===== config.mk =====
export PLATFORM = sky130hd
export DESIGN_NAME = uart_rx
export DESIGN_NICKNAME = d
export VERILOG_FILES = /design/src/rtl/uart_rx.sv
export SDC_FILE = /design/constraint.sdc
export NUM_CORES = 1
export LEC_CHECK = 0
export BUFFER_PORTS_ARGS = -buffer_cell sky130_fd_sc_hd__clkbuf_2
export CAP_MARGIN = 10
export CORE_MARGIN = 1.5
export CORE_UTILIZATION = 55
export DETAILED_ROUTE_END_ITERATION = 10
export PLACE_DENSITY_LB_ADDON = 0.3
export SYNTH_ARGS = -nofsm -noshare
export SYNTH_HDL_FRONTEND = slang
export SYNTH_SLANG_ARGS = --single-unit

===== constraint.sdc =====
create_clock -name clock_i -period 3.05 [get_ports clock_i]
set_input_delay 0.4575 -clock clock_i [delete_from_list [all_inputs] [get_ports clock_i]]
set_output_delay 0.4575 -clock clock_i [all_outputs]
set_load 0.02 [all_outputs]

===== src/rtl/uart_rx.sv =====
// UART receiver: 8 data bits LSB first, optional even/odd parity, one stop bit.
// Runtime clocks-per-bit divider with mid-bit sampling, sticky ready flag.
module uart_rx (
  input  logic        clock_i,
  input  logic        reset_i,
  input  logic        clear_ready_i,
  input  logic        parity_bit_i,
  input  logic        parity_even_i,
  input  logic        serial_i,
  input  logic [15:0] clock_divider_i,
  output logic [7:0]  data_o,
  output logic        ready_o
);

  typedef enum logic [2:0] {
    IDLE,
    START,
    DATA,
    PARITY,
    STOP,
    WAIT_IDLE
  } state_t;

  state_t      state, state_next;
  logic [15:0] cnt;
  logic [15:0] bit_div;
  logic [15:0] div_eff;
  logic [15:0] half_eff;
  logic [2:0]  idx;
  logic [7:0]  shreg;
  logic        par_en;
  logic        par_even;
  logic        par_err;
  logic        expire;
  logic        frame_good;

  // Divider values 0 and 1 both mean one clock per bit; half-bit is never below 1.
  always_comb begin
    div_eff  = (clock_divider_i == '0) ? 16'd1 : clock_divider_i;
    half_eff = (div_eff[15:1] == '0) ? 16'd1 : {1'b0, div_eff[15:1]};
  end

  assign expire = (cnt <= 16'd1);

  always_comb begin
    state_next = state;
    frame_good = 1'b0;
    case (state)
      IDLE:      if (!serial_i) state_next = START;
      START:     if (expire) state_next = serial_i ? IDLE : DATA;
      DATA:      if (expire && idx == 3'd7) state_next = par_en ? PARITY : STOP;
      PARITY:    if (expire) state_next = STOP;
      STOP: begin
        if (expire) begin
          if (serial_i) begin
            frame_good = !par_err;
            state_next = IDLE;
          end else begin
            state_next = WAIT_IDLE;
          end
        end
      end
      WAIT_IDLE: if (serial_i) state_next = IDLE;
      default:   state_next = IDLE;
    endcase
  end

  always_ff @(posedge clock_i) begin
    if (reset_i) state <= IDLE;
    else         state <= state_next;
  end

  always_ff @(posedge clock_i) begin
    if (reset_i) begin
      cnt      <= '0;
      bit_div  <= '0;
      idx      <= '0;
      shreg    <= '0;
      par_en   <= 1'b0;
      par_even <= 1'b0;
      par_err  <= 1'b0;
      data_o   <= '0;
      ready_o  <= 1'b0;
    end else begin
      if (cnt > 16'd1) cnt <= cnt - 16'd1;
      case (state)
        IDLE: begin
          if (!serial_i) begin
            cnt      <= half_eff;
            bit_div  <= div_eff;
            par_en   <= parity_bit_i;
            par_even <= parity_even_i;
            par_err  <= 1'b0;
            idx      <= '0;
          end
        end
        START: if (expire) cnt <= bit_div;
        DATA: begin
          if (expire) begin
            shreg[idx] <= serial_i;
            idx        <= idx + 3'd1;
            cnt        <= bit_div;
          end
        end
        PARITY: begin
          if (expire) begin
            // Even parity needs XOR(data,parity)==0, odd needs 1.
            par_err <= (^shreg) ^ serial_i ^ ~par_even;
            cnt     <= bit_div;
          end
        end
        default: ;
      endcase
      // Frame completion wins over a simultaneous clear.
      if (frame_good) begin
        data_o  <= shreg;
        ready_o <= 1'b1;
      end else if (clear_ready_i) begin
        ready_o <= 1'b0;
      end
    end
  end

endmodule


Yosys cells after proc, flatten, opt, wreduce, memory -nomap -nowiden
Index checks and enable logic that the tools add are counted.
- multiplexer cells: 30
- order comparisons: 4
- equality and inequality tests: 13
- reductions and logical operators: 16
- bitwise operators: 4
- add/sub/neg operators: 2
- operators with widths (operator ; number):
    $mux 16 ; 4
    $pmux 16 s2 ; 1
    $mux 3 ; 10
    $pmux 3 s6 ; 1
    $gt 16x1->1 const B ; 1
    $le 16x1->1 const B ; 1
    $logic_not 16->1 ; 1
    $sub 16x1->16 const B ; 1
    $logic_not 15->1 ; 1
    $mux 15 ; 1
    $ne 2x2->1 const B ; 7
    $eq 3x3->1 const B ; 3
    $bwmux 8 ; 1
    $mux 1 ; 8
    $reduce_xor 8->1 ; 1
    $eq 3x2->1 const B ; 2
    $pmux 3 s2 ; 1
    $reduce_and 3->1 ; 2
    $reduce_and 6->1 ; 1
    $reduce_bool 2->1 ; 3
    $lt 3x4->1 const B ; 1
    $reduce_and 2->1 ; 2
    $add 3x1->3 const B ; 1
    $demux 1 s3 ; 1
    other kinds (10) ; 13
- flip-flop bits (word level): 58
- logic and storage cells: 79

Depth between registers and ports, before layout
Gate-level depths: netlist of the first run.
- depth in word-level cells: 6
- depth in mapped cells: 8
- depth with buffers taken out: 7

Least setup slack after synthesis of the first run
OpenSTA, ideal clock, no wires.
- kind: reg2reg
- start: register cnt[15]
- end: register state[2]
- required time: 2962 ps
- setup time: 88 ps
- path slack: 928 ps
- arrival time: 2034 ps
- cell stages (with the launch flop): 7
- cells stage by stage: dfxtp_1 or4_1 buf_2 or4_4 o31ai_4 a21oi_1 o32ai_2
- word-level cells in the longest chain between the ends: 4
- elaborated cells on any way between the ends: 7
- those cells by class: order compare (1); eq/ne (4); reduce/logical (2)
- RTL lines (item ; line ; RTL):
    from (decl) ; 25 ; logic [15:0] cnt;
    from (signal assigned) ; 85 ; if (cnt > 16'd1) cnt <= cnt - 16'd1;
    from (signal assigned) ; 89 ; cnt <= half_eff;
    from (signal assigned) ; 97 ; START: if (expire) cnt <= bit_div;
    $le 16x1->1 (*) ; 43 ; assign expire = (cnt <= 16'd1);
    $logic_and 1x1->1 ; 51 ; DATA: if (expire && idx == 3'd7) state_next = par_en ? PARITY : STOP;
    $ne 2x2->1 (no line) ; -- ;
    $reduce_and 6->1 (no line) (*) ; -- ;
    to (signal assigned) ; 70 ; else state <= state_next;
    to (decl) ; 24 ; state_t state, state_next;
Mark *: on every way between the ends. The rest lies on a longest branch, timed or not.
A chain may end at the register's enable or synchronous reset.

Worst setup path in the final report of the first run
- start: register cnt[0]
- end: register cnt[13]
- word-level cells in the longest chain between the ends: 4
- elaborated cells on any way between the ends: 7
- those cells by class: add/sub (1); order compare (2); mux (4)
- RTL lines (item ; line ; RTL):
    $sub 16x1->16 or $gt 16x1->1 (tied branches) ; 85 ;
    $mux 16 ; 85 ;
    $mux 16 (on tied branches) ; -- ;
    $pmux 16 s2 (*) ; 86 ; case (state)
Marked as above.

==> results of run 1 <==
-- stage by stage --
step	worst slack, ns	hold WS [ns]	area (um2)
detailed placement	0.674	0.448	3190
CTS	0.646	0.320	3400
global route	0.379	0.350	3400
floorplan	0.928	0.434	2990
finish	0.660	0.323	3400
global placement	0.740	0.446	3190
-- tightest hold or removal path, delay by kind of cell --
kind            cells  cell delay [ns]
buf+inv             1             0.08
compound gates      1             0.05
simple gates        1             0.04
-- cells in the mapped netlist, types with 2 or more instances --
cell and instances:
nor4b_1 2, a31oi_1 10, nor4_1 9, a21o_1 2, or3_1 4, nor2_1 27
a21oi_1 27, xor2_1 6, a21boi_1 2, nand4_1 5, o32ai_1 2, nor4b_2 3
or4_1 3, nor3_1 17, buf_2 2, inv_1 7, or4_4 2, clkbuf_1 17
nand2_1 66, xnor2_1 12, o21ai_0 3, a22oi_1 2, o22ai_1 6, dfxtp_1 58
ha_1 4, mux2i_1 16, and3_1 2, nor2b_1 2, nand3_1 11, a21boi_0 2
nand2b_1 3
-- logic make-up after synthesis --
logic type | after synthesis | share of synthesized area [%]
AO/OA/AOI/OAI | 70 | 15.6
adder cells (fa/ha/maj) | 4 | 1.67
AND/OR/NAND/NOR | 167 | 29.1
multiplexers | 16 | 5.36
buffers and inverters | 27 | 3.47
flip-flops | 58 | 38.8
XOR/XNOR | 19 | 6.03
-- layer usage --
layer / vias up / track usage (%) / share of wire (%)
met5: - / 0 / 0
li1: 1352 / - / -
met3: 18 / 7.02 / 7.3
met4: 0 / 10.4 / 2.3
met1: 1287 / 37.2 / 45
met2: 121 / 42.4 / 46
-- registers in the layout, summed over array words and instances, names as in the netlist --
name	flops
bit_div	16
cnt	16
data_o	8
idx	3
par_en	1
par_err	1
par_even	1
ready_o	1
shreg	8
state	3
-- power by group through the flow --
stage | registers, mW | clock network (mW) | logic, mW
finish | 0.948 | 0.759 | 0.877
global route | 0.961 | 0.805 | 0.956
CTS | 0.945 | 0.769 | 0.861
detailed placement | 0.962 | 0 | 0.855
global placement | 0.958 | 0 | 0.847
floorplan | 0.919 | 0 | 0.699
-- final cells by class --
class                      instances  area, um2
timing repair buffer              34        180
inverter                           8       30.0
clock buffer                      12        165
clock inverter                     4       48.8
tap                               70       87.6
multi-input combinational        276       1730
fill                             423       1770
sequential                        58       1160
-- worst max-delay path by stage --
stage               cells past startpoint  slack (ns)                     to
finish                                  7        0.66     cnt[13]$_SDFF_PP0_
global route                            7        0.38     cnt[13]$_SDFF_PP0_
CTS                                     7        0.65     cnt[13]$_SDFF_PP0_
detailed placement                      7        0.67     cnt[13]$_SDFF_PP0_
global placement                        5        0.74  shreg[1]$_SDFFE_PP0P_
floorplan                               6        0.93  state[2]$_SDFFE_PP0P_
==> results.txt, run 1 <==
hold buffer count at CTS = 0
Sw Ratio = 38.0%
placed insts = 446
Final min period = 2.39 ns
most frequent cells in the layout = nand2_1, dfxtp_1, clkbuf_2, nor2_1, a21oi_1
part of the cycle the worst path needs = 78.4%
Worst-Margin Slew = 0.838 ns
slack of the worst reg-to-reg path = 0.66 ns
CTS H-tree lvls = 3
P per Cell Area = 759 mW/mm2
HPWL after DPL = 5320 um
first-pass iteration count of the detailed router = 5
starting density of the core = 57.8%
VDD IR max = 0.453 mV
leak pwr = 1.33 nW
critical path class = reg -> reg
Rel. slew slack = 44.0%
Via density = 6.01
Yosys top cell area share = 38.8%
setup_tns = 0 ns
Fmax = 418 MHz
status = completed
gr usage total = 27.6%
final hold vios = 0
Seq pwr share = 36.7%
P&R area growth vs syn = 13.9%
critical register-to-register path endpoint = cnt[13]$_SDFF_PP0_
delay of the slowest critical-path stage = 0.60 ns
final core occ = 65.8%
Worst setup SP type = register
antenna viol nets, final = 0
Mapped Area = 0.00299 mm2
setup bufs post-CTS = 0
vias in the first global route = 2601
clock share of power = 29.4%
TritonCTS buffer count = 9
largest net degree at the start of global routing = 35
combinational share of power = 33.9%
CTS resizes = 0
overall power = 2.58 mW
CP endpoint kind = register
Longest Clk Path Bufs = 2
EDFF count, synth = 0
IO Port Bufs = 30
Critical R2R Launch = cnt[0]$_SDFF_PP0_
Die Y-Extent = 76.7 um
net count after synthesis = 387
Synth Flop Type = dfxtp_1
DR vias = 2778
cell-internal power = 1.60 mW
1st-iter DRT viols = 248
hold path depth = 3
Final Net Count = 413
endpoints failing setup = 0
min-delay src = parity_bit_i
initial antenna violation count = 0
Min-Delay Path Class = in -> reg
YS warnings = 0
Clk pin slew, worst setup/hold paths = 0.07 ns
drc violations = 0
#FFs+latches synth = 58
grt ovf = 0
crit path max fanout = 8
Final Non-Filler Cells = 462
Syn Inst Count = 361
slowest CP cell = a21oi_1
syn_area_per_cell = 8.28 um2
GP Congestion = 0.911
unrepaired setup endpoints after global routing = no
TritonCTS clock tree = done
root buf cell = clkbuf_8
Rows = 26
Clock Sinks = 58
clk_lat worst skew = 0.35 ns
CP Data Required Time = 3.33 ns
clock skew = 0.0108 ns
CP startpoint = cnt[0]$_SDFF_PP0_
full die area = 0.00589 mm2
Buf/Inv on CP = 1
Die X-Extent = 76.7 um
Antenna Cells = 0
I/O pins = 31
max-cap violations = 0
Net Switching = 983 uW
share of cells above drive strength 1 = 17.1%
routed wire length = 7460 um
fin. max-slew vios = 0
total core area = 0.00517 mm2
crit-path cells = inv_1 -> ha_1 -> nor2_1 -> nor4_4 -> a21oi_1 -> o21ai_0 -> a31oi_1
Unique masters post-synth = 58
synth top area cells = dfxtp_1, nand2_1, mux2i_1, a21oi_1, xnor2_1
Arr. time, crit path = 2.67 ns
first-pass GRT wire length = 12700 um
Reg2Reg Depth = 7
CP top delay family = compound AO/OA/AOI/OAI gates
cell taking the most area after synthesis = dfxtp_1
Min-Delay Endpoint = par_en$_SDFFE_PP0P_
Post-synth ARST share = 0%
Seq/Total Area, Yosys = 38.8%
Routed WL per cell = 16.1 um
commonest non-fill, non-tap cell in the layout = nand2_1
(Power assumes the default switching activity.)
==> run 2, diff against run 1 <==
--- a/config.mk
+++ b/config.mk
@@ -5,6 +5,7 @@
 export SDC_FILE = /design/constraint.sdc
 export NUM_CORES = 1
 export LEC_CHECK = 0
+export ABC_AREA = 1
 export BUFFER_PORTS_ARGS = -buffer_cell sky130_fd_sc_hd__clkbuf_2
 export CAP_MARGIN = 10
 export CORE_MARGIN = 1.5
==> constraint.sdc (replaced) <==
create_clock -name clock_i -period 2.5 [get_ports clock_i]
set_input_delay 0.375 -clock clock_i [delete_from_list [all_inputs] [get_ports clock_i]]
set_output_delay 0.375 -clock clock_i [all_outputs]
set_load 0.02 [all_outputs]
==> results.txt, run 2 <==
setup_tns = 0 ns (unchanged)
full die area = 0.00662 mm2 (+13%)
routed wire length = 8040 um (+7.9%)
fin. max-slew vios = 0 (unchanged)
Min-Delay Path Class = in -> reg
EDFF count, synth = 0 (unchanged)
I/O pins = 31 (unchanged)
P per Cell Area = 1210 mW/mm2 (+59%)
CTS resizes = 0 (unchanged)
status = completed
max-cap violations = 0 (unchanged)
clock skew = 0.0118 ns (+0.00106 ns)
top post-synthesis cells by count = nand2_1, nor2_1, dfxtp_1
Post-synth ARST share = 0% (unchanged)
crit path max fanout = 15 (+7)
total core area = 0.00592 mm2 (+14%)
part of the cycle the worst path needs = 81.8% (+3.4 points)
syn_area_per_cell = 6.71 um2 (-19%)
Critical R2R Launch = cnt[0]$_SDFF_PP0_
drc violations = 0 (unchanged)
largest net degree at the start of global routing = 27 (-23%)
count leader, synth = nand2_1
1st-iter DRT viols = 187 (-25%)
Seq/Total Area, Yosys = 34.4% (-4.5 points)
Worst-Margin Slew = 1.12 ns (+0.278 ns)
vias in the first global route = 3048 (+17%)
Reg2Reg Depth = 11 (+4)
most numerous cell on the critical path = nand2_1
M1 wire length = 3730 um (+12%)
gr usage total = 27.1% (-0.43 points)
CP top delay family = simple AND/OR/NAND/NOR gates
Worst setup SP type = register
Clock Sinks = 58 (unchanged)
hold buffer count at CTS = 0 (unchanged)
IO Port Bufs = 30 (unchanged)
endpoints failing setup = 0 (unchanged)
net count after synthesis = 530 (+37%)
CP endpoint kind = register
first-pass iteration count of the detailed router = 5 (unchanged)
synth top area cells = dfxtp_1, nand2_1, nor2_1, inv_1, a21oi_1
Rel. slew slack = 25.3% (-19 points)
antenna viol nets, final = 0 (unchanged)
Final Net Count = 558 (+35%)
TritonCTS clock tree = done
most frequent cells in the layout = nand2_1, nor2_1, dfxtp_1, inv_1, clkbuf_2
Yosys top cell area share = 34.4% (-4.5 points)
Unique masters post-synth = 39 (-33%)
slack of the worst reg-to-reg path = 0.46 ns (-0.20 ns)
cell taking the most area after synthesis = dfxtp_1
HPWL after DPL = 5740 um (+7.9%)
critical register-to-register path endpoint = cnt[14]$_SDFF_PP0_
met3 WL = 528 um (-2.6%)
Min-Delay Endpoint = ready_o$_SDFFE_PP0P_
Final min period = 2.04 ns (-0.346 ns)
Longest Clk Path Bufs = 2 (unchanged)
CTS H-tree lvls = 3 (unchanged)
crit-path cells = inv_1 -> ha_1 -> nand2_2 -> nor2_4 -> o21ai_2 -> nand3_1 -> nand2_1 -> nand2_1 -> nand3_1 -> nand2_1 -> inv_1
unrepaired setup endpoints after global routing = no
Mapped Area = 0.00338 mm2 (+13%)
setup bufs post-CTS = 0 (unchanged)
commonest non-fill, non-tap cell in the layout = nand2_1
Die Y-Extent = 81.4 um (+6.1%)
delay of the slowest critical-path stage = 0.51 ns (-0.09 ns)
share of cells above drive strength 1 = 17.4% (+0.26 points)
Synth Flop Type = dfxtp_1
Syn Inst Count = 504 (+40%)
final hold vios = 0 (unchanged)
#FFs+latches synth = 58 (unchanged)
CP Data Required Time = 2.79 ns (-0.54 ns)
Regs by FF count = bit_div x16, cnt x16
highest routed layer = met4
worst hold slack = 0.273 ns (-0.0497 ns)
Via density = 5.33 (-11%)
slowest CP cell = o21ai_2
YS warnings = 0 (unchanged)
Clk pin slew, worst setup/hold paths = 0.06 ns (about the same)
Fmax = 489 MHz (+17%)
first-pass GRT wire length = 13600 um (+7.3%)
starting density of the core = 57.1% (-0.71 points)
hold path depth = 4 (+1)
Routed WL per cell = 13.2 um (-18%)
Antenna Cells = 0 (unchanged)
min-delay src = clear_ready_i
final core occ = 63.3% (-2.5 points)
Met2 Routed Length = 3620 um (+5.9%)
Buf/Inv on CP = 2 (+1)
clk_lat worst skew = 0.35 ns (about the same)
Die X-Extent = 81.4 um (+6.1%)
Rows = 28 (+7.7%)
P&R area growth vs syn = 10.9%
grt ovf = 0 (unchanged)
TritonCTS buffer count = 9 (unchanged)
initial antenna violation count = 0 (unchanged)
critical path class = reg -> reg
leak pwr = 1.74 nW (+31%)
Arr. time, crit path = 2.34 ns (-0.33 ns)
root buf cell = clkbuf_8
GP Congestion = 0.883 (-3.1%)
DR vias = 3259 (+17%)
VDD IR max = 0.566 mV (+25%)
## run 2: cell count changes in the layout (fill, tap and decap cells not counted), sizes merged, moves of 6 or more
cell / before / now
inv: 7 / 54
o22ai: 6 / 0
nand3: 11 / 30
nand4: 5 / 11
nand2: 67 / 147
xnor2: 12 / 6
o21ai: 4 / 28
nor2: 27 / 76
nor3: 19 / 10
a211oi: 1 / 9
a31oi: 10 / 0
mux2i: 16 / 0
## run 2: how the worst max path moves through the flow
stage | startpoint | to | depth (start not counted)
6_report | cnt[0]$_SDFF_PP0_ | cnt[14]$_SDFF_PP0_ | 11
3_5_place_dp | cnt[0]$_SDFF_PP0_ | data_o[3]$_SDFFE_PP0P_ | 9
3_3_place_gp | cnt[0]$_SDFF_PP0_ | data_o[3]$_SDFFE_PP0P_ | 9
5_1_grt | cnt[0]$_SDFF_PP0_ | cnt[14]$_SDFF_PP0_ | 11
4_1_cts | cnt[0]$_SDFF_PP0_ | data_o[3]$_SDFFE_PP0P_ | 9
2_1_floorplan | cnt[0]$_SDFF_PP0_ | cnt[10]$_SDFF_PP0_ | 13
## run 2: final cells by class
type	count	area [um2]
Clock buffer	13	169
Clock inverter	2	35.0
Fill cell	552	2170
Inverter	55	208
Multi-Input combinational cell	374	1900
Sequential cell	58	1160
Tap cell	75	93.8
Timing Repair Buffer	34	180
## run 2: report_power, final
group          leakage, nW  switching [mW]  internal, mW
clock network        0.106           0.378         0.535
registers            0.474           0.193          1.12
logic                 1.16            1.53         0.765
## run 2: worst min-delay path, stage by stage
cell      delay, ns
clkbuf_2       0.07
inv_1          0.03
nand2_1        0.04
a21oi_1        0.05
## run 2: kinds of logic (layout without fill, tap and decap cells)
| group | count (synthesis) | count (layout) | share of synthesized area, % |
|---|---|---|---|
| AOI/OAI and AO/OA | 72 | 72 | 13.2 |
| adders and majority gates | 4 | 4 | 1.48 |
| DFF | 58 | 58 | 34.4 |
| xor gates and xnor gates | 12 | 12 | 3.11 |
| buffers and inverters | 72 | 104 | 9.37 |
| and+or+nand+nor | 286 | 286 | 38.5 |
## run 2: metrics by stage
step                total power [mW]  cells  setup slack (ns)  area, um2
floorplan                       3.18    504             0.853       3380
detailed placement              3.56    596             0.478       3540
CTS                             4.50    611             0.466       3750
global placement                3.51    596             0.572       3540
finish                          4.53    611             0.456       3750
global route                    4.92    611             0.189       3750
## run 2: metal layers
layer / GRT usage (%) / vias to the layer above
met2: 42.8 / 116
met3: 5.96 / 16
met5: 0 / -
met1: 35.2 / 1445
met4: 12.2 / 0
li1: - / 1682
==> run 3, diff against run 2 <==
==> constraint.sdc (replaced) <==
create_clock -name clock_i -period 2 [get_ports clock_i]
set_input_delay 0.3 -clock clock_i [delete_from_list [all_inputs] [get_ports clock_i]]
set_output_delay 0.3 -clock clock_i [all_outputs]
set_load 0.02 [all_outputs]
==> results.txt, run 3 (synthesized netlist as in run 2, its figures left out) <==
status = completed
starting density of the core = 57.1% (unchanged)
routed wire length = 7970 um (-0.86%)
Clk pin slew, worst setup/hold paths = 0.07 ns (about the same)
CP Data Required Time = 2.30 ns (-0.49 ns)
Net Switching = 2.68 mW (+27%)
min-delay src = clear_ready_i
# fillers = 518 (-6.2%)
Min-Delay Path Class = in -> reg
clk_lat worst skew = 0.35 ns (about the same)
grt ovf = 0 (unchanged)
CP endpoint kind = register
1st-iter DRT viols = 235 (+26%)
critical register-to-register path endpoint = cnt[4]$_SDFF_PP0_
antenna viol nets, final = 0 (unchanged)
Final Non-Filler Cells = 620 (+1.5%)
Arr. time, crit path = 2.07 ns (-0.27 ns)
first-pass iteration count of the detailed router = 5 (unchanged)
Regs by FF count = bit_div x16, cnt x16
CTS H-tree lvls = 3 (unchanged)
VDD IR max = 0.854 mV (+51%)
placed insts = 600 (+0.67%)
DR vias = 3300 (+1.3%)
IO Port Bufs = 30 (unchanged)
slack of the worst reg-to-reg path = 0.23 ns (-0.22 ns)
gr usage total = 26.6% (-0.49 points)
largest net degree at the start of global routing = 27 (unchanged)
max-cap violations = 0 (unchanged)
drc violations = 0 (unchanged)
register area = 0.00116 mm2 (+0.11%)
Seq pwr share = 28.4% (-0.7 points)
Worst-Margin Slew = 0.715 ns (-0.401 ns)
P&R area growth vs syn = 14.0%
CP startpoint = cnt[0]$_SDFF_PP0_
Multi-input gate area = 0.00192 mm2 (+0.79%)
Clock Sinks = 58 (unchanged)
endpoints failing setup = 0 (unchanged)
Routed WL per cell = 12.9 um (-2.3%)
GP Congestion = 0.909 (+2.9%)
Min-Delay Endpoint = ready_o$_SDFFE_PP0P_
full die area = 0.00662 mm2 (unchanged)
Reg2Reg Depth = 12 (+1)
Die Y-Extent = 81.4 um (unchanged)
first-pass GRT wire length = 13300 um (-1.9%)
part of the cycle the worst path needs = 88.4% (+6.6 points)
critical path class = reg -> reg
vias in the first global route = 2938 (-3.6%)
P per Cell Area = 1510 mW/mm2 (+25%)
final core occ = 65.0% (+1.7 points)
Rel. slew slack = 52.3% (+27 points)
overall power = 5.83 mW (+29%)
combinational share of power = 51.0% (+0.3 points)
fin. max-slew vios = 0 (unchanged)
total core area = 0.00592 mm2 (unchanged)
commonest non-fill, non-tap cell in the layout = nand2_1
hold path depth = 4 (unchanged)
Rows = 28 (unchanged)
root buf cell = clkbuf_8
Worst setup SP type = register
Antenna Cells = 0 (unchanged)
Via density = 5.32 (-0.21%)
most frequent cells in the layout = nand2_1, nor2_1, dfxtp_1, inv_1, clkbuf_2
Longest Clk Path Bufs = 2 (unchanged)
Die X-Extent = 81.4 um (unchanged)
cell-internal power = 3.15 mW (+30%)
leak pwr = 1.79 nW (+2.4%)
share of cells above drive strength 1 = 19.4% (+2.1 points)
crit path max fanout = 16 (+1)
Critical R2R Launch = cnt[0]$_SDFF_PP0_
initial antenna violation count = 0 (unchanged)
final hold vios = 0 (unchanged)
Final Net Count = 566 (+1.4%)
clock share of power = 20.6% (+0.4 points)
hold buffer count at CTS = 0 (unchanged)
Final min period = 1.77 ns (-0.277 ns)
TritonCTS clock tree = done
Fmax = 566 MHz (+16%)
clock skew = 0.00466 ns (-0.00717 ns)
TritonCTS buffer count = 9 (unchanged)
Sw Ratio = 46.0% (-0.46 points)
HPWL after DPL = 5730 um (-0.11%)
I/O pins = 31 (unchanged)
[run 3: how the worst max path moves through the flow]
stage	endpoint
after floorplan	cnt[10]$_SDFF_PP0_
after global placement	cnt[12]$_SDFF_PP0_
after detailed placement	data_o[1]$_SDFFE_PP0P_
after CTS	data_o[1]$_SDFFE_PP0P_
after global routing	cnt[12]$_SDFF_PP0_
final	cnt[4]$_SDFF_PP0_
[run 3: power by group through the flow]
stage | Sequential (mW) | Clock, mW | Combinational [mW]
final | 1.65 | 1.20 | 2.97
after global routing | 1.68 | 1.27 | 3.37
after CTS | 1.64 | 1.21 | 2.87
after detailed placement | 1.66 | 0 | 2.84
after global placement | 1.66 | 0 | 2.78
after floorplan | 1.61 | 0 | 2.37
[run 3: final cells by class]
cell class,count,area share [%]
clock inverter,7,2.44
tap,75,2.44
inverter,55,5.39
multi-input combinational,374,49.8
sequential,58,30.2
timing repair buffer,42,6.56
clock buffer,9,3.22
[run 3: through the flow]
stage	setup TNS [ns]	setup slack [ns]	instance area [um2]	hold WS, ns
4_1_cts	0	0.0596	3790	0.184
6_report	0	0.232	3850	0.191
2_1_floorplan	0	0.353	3380	0.442
3_5_place_dp	0	0.0770	3570	0.455
3_3_place_gp	0	0.105	3570	0.453
5_1_grt	-0.00629	-0.00629	3850	0.221
[run 3: routing by layer]
| layer | up-vias | routed length [um] | global-route usage [%] |
|---|---|---|---|
| li1 | 1710 | - | - |
| met1 | 1459 | 3790 | 34.5 |
| met2 | 114 | 3580 | 41.4 |
| met3 | 17 | 440 | 6.52 |
| met4 | 0 | 162 | 12.6 |
| met5 | - | 0 | 0 |
[run 3: critical path, stage by stage (launching register included)]
cell     delay [ns]
dfxtp_2        0.35
inv_1          0.14
ha_4           0.17
nand2_2        0.11
nor2_4         0.21
nand2_2        0.09
nand2_4        0.19
nand2_1        0.09
o21ai_1        0.10
nand2_1        0.06
nand3_1        0.09
nand2_1        0.05
inv_1          0.06
[run 3: timing repair]
item                                    CTS  global route
resized for setup                         0             4
endpoints found under the setup margin    0            37
setup buffers                             0             4
hold endpoints to repair                  0             0
